<file path="config.mk">
export PLATFORM = sky130hd
export DESIGN_NAME = multicycle_control_unit_flat
export DESIGN_NICKNAME = d
export VERILOG_FILES = /design/src/rtl/cu_pkg.sv /design/src/rtl/multicycle_control_unit_if.sv /design/src/rtl/multicycle_control_unit_instr_decoder.sv /design/src/rtl/multicycle_control_unit.sv /design/src/flat_wrapper.sv
export SDC_FILE = /design/constraint.sdc
export NUM_CORES = 1
export LEC_CHECK = 0
export BUFFER_PORTS_ARGS = -buffer_cell sky130_fd_sc_hd__buf_2
export CAP_MARGIN = 20
export CORE_ASPECT_RATIO = 0.75
export CORE_MARGIN = 2
export CORE_UTILIZATION = 52
export DETAILED_ROUTE_END_ITERATION = 7
export HOLD_SLACK_MARGIN = 0.03
export PLACE_DENSITY = 0.94
export SKIP_LAST_GASP = 1
export SYNTH_ARGS = -nofsm -noshare
export SYNTH_HDL_FRONTEND = slang
export SYNTH_SLANG_ARGS = --single-unit
</file>
<file path="constraint.sdc">
create_clock -name clk -period 2.8 [get_ports clk]
set_input_delay 0.28 -clock clk [delete_from_list [all_inputs] [get_ports clk]]
set_output_delay 0.28 -clock clk [all_outputs]
set_load 0.03 [all_outputs]
</file>
<file path="src/rtl/cu_pkg.sv">
// cu_pkg: shared states, instruction classes, select codes and decode bundles
// for multicycle_control_unit and its instr_decoder.
package cu_pkg;
    typedef enum logic [2:0] {S_FETCH, S_DECODE, S_EXEC, S_MEM, S_WB, S_HALT} state_t;
    typedef enum logic [1:0] {CLS_ALU = 2'b00, CLS_IMM = 2'b01, CLS_MEM = 2'b10, CLS_BR = 2'b11} cls_t;
    localparam logic [1:0] MUX1_IMM = 2'b00, MUX1_REG = 2'b01, MUX1_MEM = 2'b10;
    localparam logic [1:0] MUX5_ALU = 2'b00, MUX5_MEM = 2'b01, MUX5_IMM = 2'b10;
    localparam logic [1:0] MUX6_NONE = 2'b00, MUX6_CMP = 2'b01, MUX6_REL = 2'b10, MUX6_ZERO = 2'b11;
    localparam logic [2:0] RB_NORM = 3'b000, RB_CMP = 3'b011, RB_NONE = 3'b111;
    // Wide enough for any ALU_W; slice to the opcode width at use.
    localparam logic [31:0] ALU_IDLE = '1;
    typedef struct packed {
        logic [1:0] mux1;
        logic       mux2;
        logic       mux4;
        logic [1:0] mux5;
        logic [1:0] mux6;
        logic [2:0] regs_bank;
    } sel_t;
    // Which states an instruction visits and which strobes it owns.
    typedef struct packed {
        logic has_exec;
        logic has_mem;
        logic has_wb;
        logic is_store;
        logic wb_reg;
        logic flags;
        logic cmp;
    } path_t;
endpackage

</file>
<file path="src/rtl/multicycle_control_unit_if.sv">
// multicycle_control_unit_if: fetch/datapath/memory signals of the control unit.
// slave  - control unit side: takes instr_valid/instr/mem_ready, drives the rest.
// master - fetch/datapath/memory side.
interface multicycle_control_unit_if #(parameter int INSTR_W = 24, parameter int ALU_W = 6);
    logic               instr_valid, instr_ready, mem_ready, ir_load;
    logic [INSTR_W-1:0] instr;
    logic [1:0]         mux1, mux5, mux6;
    logic               mux2, mux4;
    logic [ALU_W-1:0]   alu_op;
    logic [2:0]         regs_bank;
    logic               reg_we, flags_we, mem_we, mem_re, cmp_en, pc_en, busy, mem_err;
    modport slave (
        input  instr_valid, instr, mem_ready,
        output instr_ready, ir_load, mux1, mux2, mux4, mux5, mux6, alu_op, regs_bank,
               reg_we, flags_we, mem_we, mem_re, cmp_en, pc_en, busy, mem_err
    );
    modport master (
        output instr_valid, instr, mem_ready,
        input  instr_ready, ir_load, mux1, mux2, mux4, mux5, mux6, alu_op, regs_bank,
               reg_we, flags_we, mem_we, mem_re, cmp_en, pc_en, busy, mem_err
    );
endinterface

</file>
<file path="src/rtl/multicycle_control_unit_instr_decoder.sv">
// instr_decoder: combinational map from an instruction word to datapath selects,
// ALU opcode and the state path the instruction takes.
// i_instr  - instruction word
// o_sel    - mux1/2/4/5/6 and regs_bank selects
// o_alu_op - ALU opcode (all-ones when the ALU only passes through)
// o_path   - path descriptor consumed by the control FSM
module instr_decoder import cu_pkg::*; #(
    parameter int INSTR_W = 24,
    parameter int ALU_W   = 6
) (
    input  logic [INSTR_W-1:0] i_instr,
    output sel_t               o_sel,
    output logic [ALU_W-1:0]   o_alu_op,
    output path_t              o_path
);
    cls_t       w_cls;
    logic [2:0] w_sub;
    logic       w_st;
    assign w_cls = cls_t'(i_instr[INSTR_W-1 -: 2]);
    assign w_sub = i_instr[14:12];
    assign w_st  = i_instr[0];
    always_comb begin
        o_sel    = '{mux1: MUX1_IMM, mux2: 1'b0, mux4: 1'b0, mux5: MUX5_ALU, mux6: MUX6_NONE, regs_bank: RB_NORM};
        o_alu_op = ALU_IDLE[ALU_W-1:0];
        o_path   = '0;
        case (w_cls)
            CLS_ALU: begin
                o_sel.mux1  = MUX1_REG;
                o_sel.mux2  = 1'b1;
                o_alu_op    = i_instr[ALU_W+3:4];
                o_path      = '{has_exec: 1'b1, has_mem: 1'b0, has_wb: 1'b1, is_store: 1'b0, wb_reg: 1'b1, flags: 1'b1, cmp: 1'b0};
            end
            CLS_IMM: begin
                o_sel.mux5      = MUX5_IMM;
                o_sel.regs_bank = {1'b0, i_instr[13:12]};
                o_path          = '{has_exec: 1'b0, has_mem: 1'b0, has_wb: 1'b1, is_store: 1'b0, wb_reg: 1'b1, flags: 1'b0, cmp: 1'b0};
            end
            CLS_MEM: begin
                o_sel.mux1      = w_st ? MUX1_REG : MUX1_MEM;
                o_sel.mux2      = 1'b1;
                o_sel.mux4      = 1'b1;
                o_sel.mux5      = MUX5_MEM;
                o_sel.regs_bank = w_st ? RB_NONE : RB_NORM;
                o_path          = '{has_exec: 1'b1, has_mem: 1'b1, has_wb: !w_st, is_store: w_st, wb_reg: !w_st, flags: 1'b0, cmp: 1'b0};
            end
            default: begin
                o_sel.mux6      = (w_sub == 3'b011 || w_sub == 3'b100) ? MUX6_REL : (w_sub == 3'b000) ? MUX6_ZERO : MUX6_CMP;
                o_sel.regs_bank = (w_sub == 3'b011) ? RB_CMP : RB_NONE;
                o_path          = '{has_exec: 1'b1, has_mem: 1'b0, has_wb: 1'b1, is_store: 1'b0, wb_reg: (w_sub == 3'b011), flags: 1'b0, cmp: i_instr[12]};
            end
        endcase
    end
endmodule

</file>
<file path="src/rtl/multicycle_control_unit.sv">
// multicycle_control_unit: sequences one instruction at a time through
// FETCH/DECODE/EXEC/MEM/WB, holding datapath selects for the whole instruction
// and pulsing each write strobe only in the state that owns it.
// clk - rising-edge clock
// rst - asynchronous active-high reset
// bus - slave modport: fetch handshake, memory ready, selects, strobes, status
module multicycle_control_unit import cu_pkg::*; #(
    parameter int INSTR_W     = 24,
    parameter int ALU_W       = 6,
    parameter int MEM_TIMEOUT = 15
) (
    input logic                      clk,
    input logic                      rst,
    multicycle_control_unit_if.slave bus
);
    localparam int CNT_W = $clog2(MEM_TIMEOUT + 1);
    state_t           r_state, w_next;
    sel_t             r_sel, w_sel;
    path_t            r_path, w_path;
    logic [ALU_W-1:0] r_alu_op, w_alu_op;
    logic [CNT_W-1:0] r_cnt;
    logic             r_mem_err, w_accept, w_timeout;
    // The instruction is decoded straight off the fetch bus and latched in
    // decoded form, so the selects are already valid during DECODE.
    instr_decoder #(.INSTR_W(INSTR_W), .ALU_W(ALU_W)) u_dec (
        .i_instr (bus.instr),
        .o_sel   (w_sel),
        .o_alu_op(w_alu_op),
        .o_path  (w_path)
    );
    assign w_accept  = (r_state == S_FETCH) && bus.instr_valid;
    // mem_ready in the last allowed cycle still counts as success.
    assign w_timeout = (r_state == S_MEM) && !bus.mem_ready && (r_cnt == CNT_W'(MEM_TIMEOUT - 1));
    always_ff @(posedge clk or posedge rst) begin
        if (rst) begin
            r_state   <= S_FETCH;
            r_sel     <= '0;
            r_path    <= '0;
            r_alu_op  <= ALU_IDLE[ALU_W-1:0];
            r_cnt     <= '0;
            r_mem_err <= 1'b0;
        end else begin
            r_state <= w_next;
            if (w_accept) begin
                r_sel    <= w_sel;
                r_path   <= w_path;
                r_alu_op <= w_alu_op;
            end
            r_cnt <= (r_state != S_MEM) ? '0 : bus.mem_ready ? r_cnt : r_cnt + CNT_W'(1);
            if (w_timeout) r_mem_err <= 1'b1;
        end
    end
    always_comb begin
        w_next = r_state;
        case (r_state)
            S_FETCH:  w_next = w_accept ? S_DECODE : S_FETCH;
            S_DECODE: w_next = r_path.has_exec ? S_EXEC : S_WB;
            S_EXEC:   w_next = r_path.has_mem ? S_MEM : S_WB;
            S_MEM:    w_next = bus.mem_ready ? (r_path.has_wb ? S_WB : S_FETCH) : w_timeout ? S_HALT : S_MEM;
            S_WB:     w_next = S_FETCH;
            default:  w_next = r_state;
        endcase
    end
    assign bus.instr_ready = (r_state == S_FETCH);
    assign bus.busy        = (r_state != S_FETCH);
    assign bus.ir_load     = w_accept;
    assign {bus.mux1, bus.mux2, bus.mux4, bus.mux5, bus.mux6, bus.regs_bank} = r_sel;
    assign bus.alu_op      = r_alu_op;
    assign bus.flags_we    = (r_state == S_EXEC) && r_path.flags;
    assign bus.cmp_en      = (r_state == S_EXEC) && r_path.cmp;
    assign bus.reg_we      = (r_state == S_WB) && r_path.wb_reg;
    // A store retires from MEM itself, so its pc_en rides on mem_ready.
    assign bus.pc_en       = (r_state == S_WB) || ((r_state == S_MEM) && bus.mem_ready && r_path.is_store);
    assign bus.mem_re      = (r_state == S_MEM) && !r_path.is_store;
    assign bus.mem_we      = (r_state == S_MEM) && r_path.is_store;
    assign bus.mem_err     = r_mem_err;
endmodule

</file>
<file path="src/flat_wrapper.sv">
// flat-port wrapper written by rule: the top's interface ports become plain ports
module multicycle_control_unit_flat import cu_pkg::*;
#(
    parameter int INSTR_W     = 24,
    parameter int ALU_W       = 6,
    parameter int MEM_TIMEOUT = 15
)
  (clk, rst, bus_instr_valid, bus_instr, bus_mem_ready, bus_instr_ready, bus_ir_load, bus_mux1, bus_mux2, bus_mux4, bus_mux5, bus_mux6, bus_alu_op, bus_regs_bank, bus_reg_we, bus_flags_we, bus_mem_we, bus_mem_re, bus_cmp_en, bus_pc_en, bus_busy, bus_mem_err);
  multicycle_control_unit_if #(.INSTR_W(INSTR_W), .ALU_W(ALU_W)) bus_i ();
  input logic clk;
  input logic rst;
  input wire logic [$bits(bus_i.instr_valid)-1:0] bus_instr_valid;
  input wire logic [$bits(bus_i.instr)-1:0] bus_instr;
  input wire logic [$bits(bus_i.mem_ready)-1:0] bus_mem_ready;
  output wire logic [$bits(bus_i.instr_ready)-1:0] bus_instr_ready;
  output wire logic [$bits(bus_i.ir_load)-1:0] bus_ir_load;
  output wire logic [$bits(bus_i.mux1)-1:0] bus_mux1;
  output wire logic [$bits(bus_i.mux2)-1:0] bus_mux2;
  output wire logic [$bits(bus_i.mux4)-1:0] bus_mux4;
  output wire logic [$bits(bus_i.mux5)-1:0] bus_mux5;
  output wire logic [$bits(bus_i.mux6)-1:0] bus_mux6;
  output wire logic [$bits(bus_i.alu_op)-1:0] bus_alu_op;
  output wire logic [$bits(bus_i.regs_bank)-1:0] bus_regs_bank;
  output wire logic [$bits(bus_i.reg_we)-1:0] bus_reg_we;
  output wire logic [$bits(bus_i.flags_we)-1:0] bus_flags_we;
  output wire logic [$bits(bus_i.mem_we)-1:0] bus_mem_we;
  output wire logic [$bits(bus_i.mem_re)-1:0] bus_mem_re;
  output wire logic [$bits(bus_i.cmp_en)-1:0] bus_cmp_en;
  output wire logic [$bits(bus_i.pc_en)-1:0] bus_pc_en;
  output wire logic [$bits(bus_i.busy)-1:0] bus_busy;
  output wire logic [$bits(bus_i.mem_err)-1:0] bus_mem_err;
  assign bus_i.instr_valid = bus_instr_valid;
  assign bus_i.instr = bus_instr;
  assign bus_i.mem_ready = bus_mem_ready;
  assign bus_instr_ready = bus_i.instr_ready;
  assign bus_ir_load = bus_i.ir_load;
  assign bus_mux1 = bus_i.mux1;
  assign bus_mux2 = bus_i.mux2;
  assign bus_mux4 = bus_i.mux4;
  assign bus_mux5 = bus_i.mux5;
  assign bus_mux6 = bus_i.mux6;
  assign bus_alu_op = bus_i.alu_op;
  assign bus_regs_bank = bus_i.regs_bank;
  assign bus_reg_we = bus_i.reg_we;
  assign bus_flags_we = bus_i.flags_we;
  assign bus_mem_we = bus_i.mem_we;
  assign bus_mem_re = bus_i.mem_re;
  assign bus_cmp_en = bus_i.cmp_en;
  assign bus_pc_en = bus_i.pc_en;
  assign bus_busy = bus_i.busy;
  assign bus_mem_err = bus_i.mem_err;
  multicycle_control_unit #(.INSTR_W(INSTR_W), .ALU_W(ALU_W), .MEM_TIMEOUT(MEM_TIMEOUT)) u_core (.clk(clk), .rst(rst), .bus(bus_i));
endmodule
</file>
; ---- After elaboration in Yosys (flattened, before gate mapping)
; Cells that the tools add are included.
[totals]
reg_bits = 32
inputBits = 28
out_inout_bits = 27
elab_cells = 71
[op_classes]
add_sub_neg = 1
eq_ne = 11
muxes = 21
reduce_logical = 21
[op_table]
columns = op, n
row1 = two-way mux 3 bit, 7
row2 = one-hot mux 7 bit (3 select lines), 1
row3 = one-hot mux 3 bit (5 select lines), 1
row4 = logical AND 1 bit, 10
row5 = equality test 3 x 2 -> 1 bit (second input constant), 3
row6 = one-hot mux 3 bit (3 select lines), 1
row7 = two-way mux 2 bit, 4
row8 = two-way mux 4 bit, 2
row9 = equality test 3 bit (second input constant), 2
row10 = logical NOT 3 bit, 2
row11 = two-way mux 6 bit, 1
row12 = one-hot mux 3 bit (2 select lines), 1
row13 = nonzero test 5 bit, 1
row14 = adder 4 x 1 -> 4 bit (second input constant), 1
row15 = equality test 4 bit (second input constant), 1
row16 = one-hot mux 2 bit (2 select lines), 1
row17 = equality test 3 x 1 -> 1 bit (second input constant), 1
row18 = logical NOT 1 bit, 3
row19 = inequality test 3 x 2 -> 1 bit (second input constant), 1
row20 = nonzero test 3 bit, 1
row21 = OR reduction 3 bit, 1
row22 = equality test 2 x 1 -> 1 bit (second input constant), 1
row23 = equality test 2 bit (second input constant), 1
row24 = logical NOT 2 bit, 1
row25 = other kinds (3), 5

; ---- Logic depth before layout (Yosys ltp)
[depth]
ltp_word = 6
mapped_depth = 6
ltp_nobuf = 5

; ---- Cells and area by module
; From an unflattened synthesis, not the netlist that was laid out.
[unflattened]
hier_cells = 144
area_unflattened_um2 = 1744.2
[by_module_without_submodules]
columns = mod, n_inst, cells_per_inst, area_per_inst_um2, seq_area_each_um2
row1 = multicycle_control_unit, 1, 110, 1531.5, 808.3
row2 = instr_decoder, 1, 34, 212.7, 0.0

; ---- Least setup slack after synthesis
; Ideal clock, no wire load.
[synth_timing]
kind = reg-to-output
start = register u_core.r_state[2]
end = output port bus_pc_en
arrival_time_ns = 1.569
required_time_ns = 2.520
setup_slack_ns = 0.951
path_stages_with_launch = 4
path_buffers = 1
cell_sequence = dfrtp_1 -> clkbuf_1 -> nand3b_1 -> o21ai_0
[synth_via]
elab_chain_cells = 4
elab_cells_between_ends = 5
classes_between = eq/ne: 2 / reduce/logical: 3
[synth_lines]
columns = element, line_no
row1 = from (decl), multicycle_control_unit.sv:17  ; state_t r_state, w_next;
row2 = from (signal assigned), multicycle_control_unit.sv:43  ; r_state <= w_next;
row3 = equality test 3 x 2 -> 1 bit, multicycle_control_unit.sv:73  ; assign bus.pc_en = (r_state == S_WB) || ((r_state == S_MEM) && bus.mem_ready && r_path.is_store);
row4 = logical AND 1 bit (2 in a row), multicycle_control_unit.sv:73
row5 = logical OR 1 bit *, multicycle_control_unit.sv:73
row6 = to (decl), flat_wrapper.sv:29  ; output wire logic [$bits(bus_i.pc_en)-1:0] bus_pc_en;
; Mark *: on every way between the ends. The rest lies on a longest branch, timed or not.

; ---- Worst setup path in the final report
[layout_timing]
start = register u_core.r_state[2]
end = output port bus_ir_load
[layout_via]
elab_chain_cells = 2
[layout_lines]
columns = element, line_no
row1 = logical NOT 3 bit, multicycle_control_unit.sv:31  ; assign w_accept = (r_state == S_FETCH) && bus.instr_valid;
row2 = logical AND 1 bit, multicycle_control_unit.sv:31
row3 = to (decl), flat_wrapper.sv:16  ; output wire logic [$bits(bus_i.ir_load)-1:0] bus_ir_load;
; No other way between the ends.

==> run_results.csv <==
group,metric,value,unit
run_status,status,"completed",
placed_design,pre_cts_ws,0.7066,ns
grt,overflow,0,
worst_setup_path,critPathMaxFanout,29,
timing,finalSetupViolCount,0,
die,io_pins,55,
timing,hold_viol_final,0,
drt,routed-via-count,1195,
clocking,clkLatencyLatePin,0.28,ns
worst_hold_path,hold_class,"input pin to async pin",
drt,dr.pass1.iters,4,
finish,nets,220,
yosys,yosysWarnings,0,
grt,antenna_found_initial,0,
clocking,clkSinkCount,31,
finish,multiInputGateArea,600.6,um^2
grt,grt_pass1_wl,4.919,mm
timing,max_slew.worst_pin.slew,0.7442,ns
flow_run,drv_cap,0,
worst_setup_path,worstSetupEndpointType,"output port",
timing,setup_tns,0,ns
clocking,root_buffer,"clkbuf_8",
drt,antenna_left,0,
clocking,post_cts_resized,0,
placed_design,place_congestion,0.7492,
yosys,yosysUniqueCellTypes,37,
grt,grt_pass1_vias,1077,
yosys,postSynthCellCount,149,
finish,synthToLayoutAreaGrowth,19.29,%
yosys,yosys.area_share.adder,1.692,%
die,core-area,2663,um^2
clocking,post-cts-setup-buffers,0,
drt,drc,0,
worst_setup_path,crit_type,"flop to output port",
yosys,synth_top_family_by_area,"simple AND/OR/NAND/NOR gates",
die,start_util,55.55,%
timing,relSlewSlack,50.33,%
die,die_x,65.58,um
die,fp.dieH,50.19,um
drt,first_iter_violations,69,
yosys,yosysSeqAreaShare,52.96,%
yosys,syn_avg_cell_area,9.926,um^2
drt,wl_per_cell,13.05,um
clocking,cts_buffers,5,
yosys,synth_xor_area_share,1.777,%
finish,layout-drive-gt1-share,31.41,%
die,die-area,3291,um^2
timing,period_share,86.19,%
worst_setup_path,worstPathRequired,2.52,ns
timing,final.setup.worst_slack,0.3867,ns
grt,grt_max_degree,30,
die,rows,16,
worst_setup_path,start_kind,"flop",
clocking,cts_tree,"built",
yosys,synth.net_count,179,
clocking,htree_levels,2,
finish,fillers,223,
timing,final-max-slew-violation-count,0,
worst_setup_path,worstPathArrival,2.13,ns
grt,grt_usage,20.39,%
placed_design,port_buffers,42,
timing,rsz0062_at_grt,"false",
drt,viasPerCell,5.264,
yosys,synth_compound_area_share,14.38,%
power,vdd_drop_max,0.5983,mV
yosys,synth-seq-cells,31,
worst_setup_path,startpoint,"u_core.r_state[2]",
yosys,synth_top_cell_area_share,42.30,%
yosys,synthMuxAreaShare,0.6768,%
yosys,synth_simple_gate_area_share,22.08,%
power,power.density,1123,nW/um^2
worst_setup_path,r2r-start,"u_core.r_state[2]",
yosys,netlist_area,1479,um^2
finish,seq_area,783.3,um^2
yosys,yosysTopAreaCell,"dfrtp_1",
timing,fmax,414.4,MHz
clocking,clockBufferDepth,2,
clocking,clk_pin_slew,0.06,ns
timing,finalCriticalPeriod,2.413,ns
drt,drt-total-wl,2.962,mm
yosys,synth_area_leaders,"dfrtp_1, dfstp_2, nand2_1",
placed_design,dp_hpwl,2.193,mm
power,power,0.001981,W
finish,postLayoutCoreUtil,66.26,%
power,cellLeakagePower,0.9267,nW
clocking,hold_buffers,0,
timing,finClkSkew,0.007355,ns
finish,diodes,0,
==> worst max-delay path, stage by stage (launching register included) <==
cell     delay [ns]
dfrtp_1        0.48
or4b_4         0.75
inv_1          0.35
buf_2          0.27
==> worst paths after layout <==
kind,end,slack [ns],cells past startpoint
setup reg to reg,u_core.r_path[2],0.75,4
hold reg to reg,u_core.bus.alu_op[3],0.45,2
hold / removal,u_core.r_path[4],0.12,2
min in group clk,u_core.bus.alu_op[5],0.24,3
max in group asynchronous,u_core.r_state[1],2.08,3
setup / recovery,bus_ir_load,0.39,3
==> Yosys cell counts, drive strengths merged <==
library cell  count
a211oi            1
a21o              3
a21oi             6
a221o             1
a22o              2
a32o              1
a41o              1
and3              4
and4b             1
buf               7
clkbuf            3
dfrtp            25
dfstp             6
ha                2
inv               5
mux2i             1
nand2            24
nand2b            4
nand3             2
nand3b            3
nand4b            2
nor2             16
nor2b             3
nor3b             1
o21a              1
o21ai            12
o31ai             5
or2               2
or3               1
or4b              1
xnor2             1
xor2              2
==> sequential cells by signal, summed over array words and instances, names as in the netlist <==
register	flops
u_core.bus.regs_bank	3
u_core.r_cnt	4
u_core.r_state	3
u_core.bus.mux6	2
u_core.bus.mux1	2
u_core.bus.mux2	1
u_core.bus.mux5	2
u_core.r_path	6
u_core.bus.mux4	1
u_core.bus.mem_err	1
u_core.bus.alu_op	6
==> through the flow <==
step | area (um^2) | std cells | hold slack (ns)
floorplan | 1479 | 149 | 0.3647
global placement | 1673 | 219 | 0.4351
detailed placement | 1673 | 219 | 0.4400
CTS | 1764 | 227 | 0.1326
global route | 1764 | 227 | 0.1754
finish | 1764 | 227 | 0.1188
==> kinds of logic (layout without fill, tap and decap cells) <==
| family | count (synthesis) | after routing |
|---|---|---|
| xor gates and xnor gates | 3 | 3 |
| buffers and inverters | 15 | 57 |
| AOI/OAI and AO/OA | 33 | 33 |
| muxes | 1 | 1 |
| DFF | 31 | 31 |
| and+or+nand+nor | 64 | 64 |
| adders and majority gates | 2 | 2 |
==> layout make-up <==
| cell class | count | share of cell area, % |
|---|---|---|
| clock buffer | 7 | 4.894 |
| tap | 36 | 2.553 |
| multi-input combinational | 103 | 34.04 |
| timing repair buffer | 44 | 12.77 |
| inverter | 5 | 1.064 |
| sequential | 31 | 44.40 |
| clock inverter | 1 | 0.2837 |
==> layout by cell type (no fill, tap or decap), types with 2 or more instances in the layout <==
| cell | count |
|---|---|
| buf_2 | 42 |
| dfrtp_1 | 25 |
| nand2_1 | 24 |
| nor2_1 | 15 |
| o21ai_0 | 9 |
| a21oi_1 | 6 |
| clkbuf_8 | 6 |
| dfstp_2 | 6 |
| inv_1 | 5 |
| o31ai_1 | 5 |
| nand2b_1 | 4 |
| and3_1 | 4 |
| nor2b_1 | 3 |
| a21o_1 | 3 |
| nand3b_1 | 3 |
| o21ai_1 | 3 |
| a22o_1 | 2 |
| xor2_1 | 2 |
| nand3_1 | 2 |
| nand4b_1 | 2 |
| ha_1 | 2 |
| buf_4 | 2 |
==> where the power goes <==
group | switching, W | internal (W)
sequential | 0.000125 | 0.000649
clock | 0.000156 | 0.000198
combinational | 0.000584 | 0.000268
total | 0.000866 | 0.00112
==> routing by layer <==
| metal | track usage (%) | share of wire (%) | up-vias |
|---|---|---|---|
| li1 | - | - | 594 |
| met1 | 27.14 | 47 | 559 |
| met2 | 29.59 | 44 | 36 |
| met3 | 7.848 | 7.1 | 6 |
| met4 | 9.375 | 1.6 | 0 |
| met5 | 0 | 0 | - |
(Power assumes the default switching activity.)
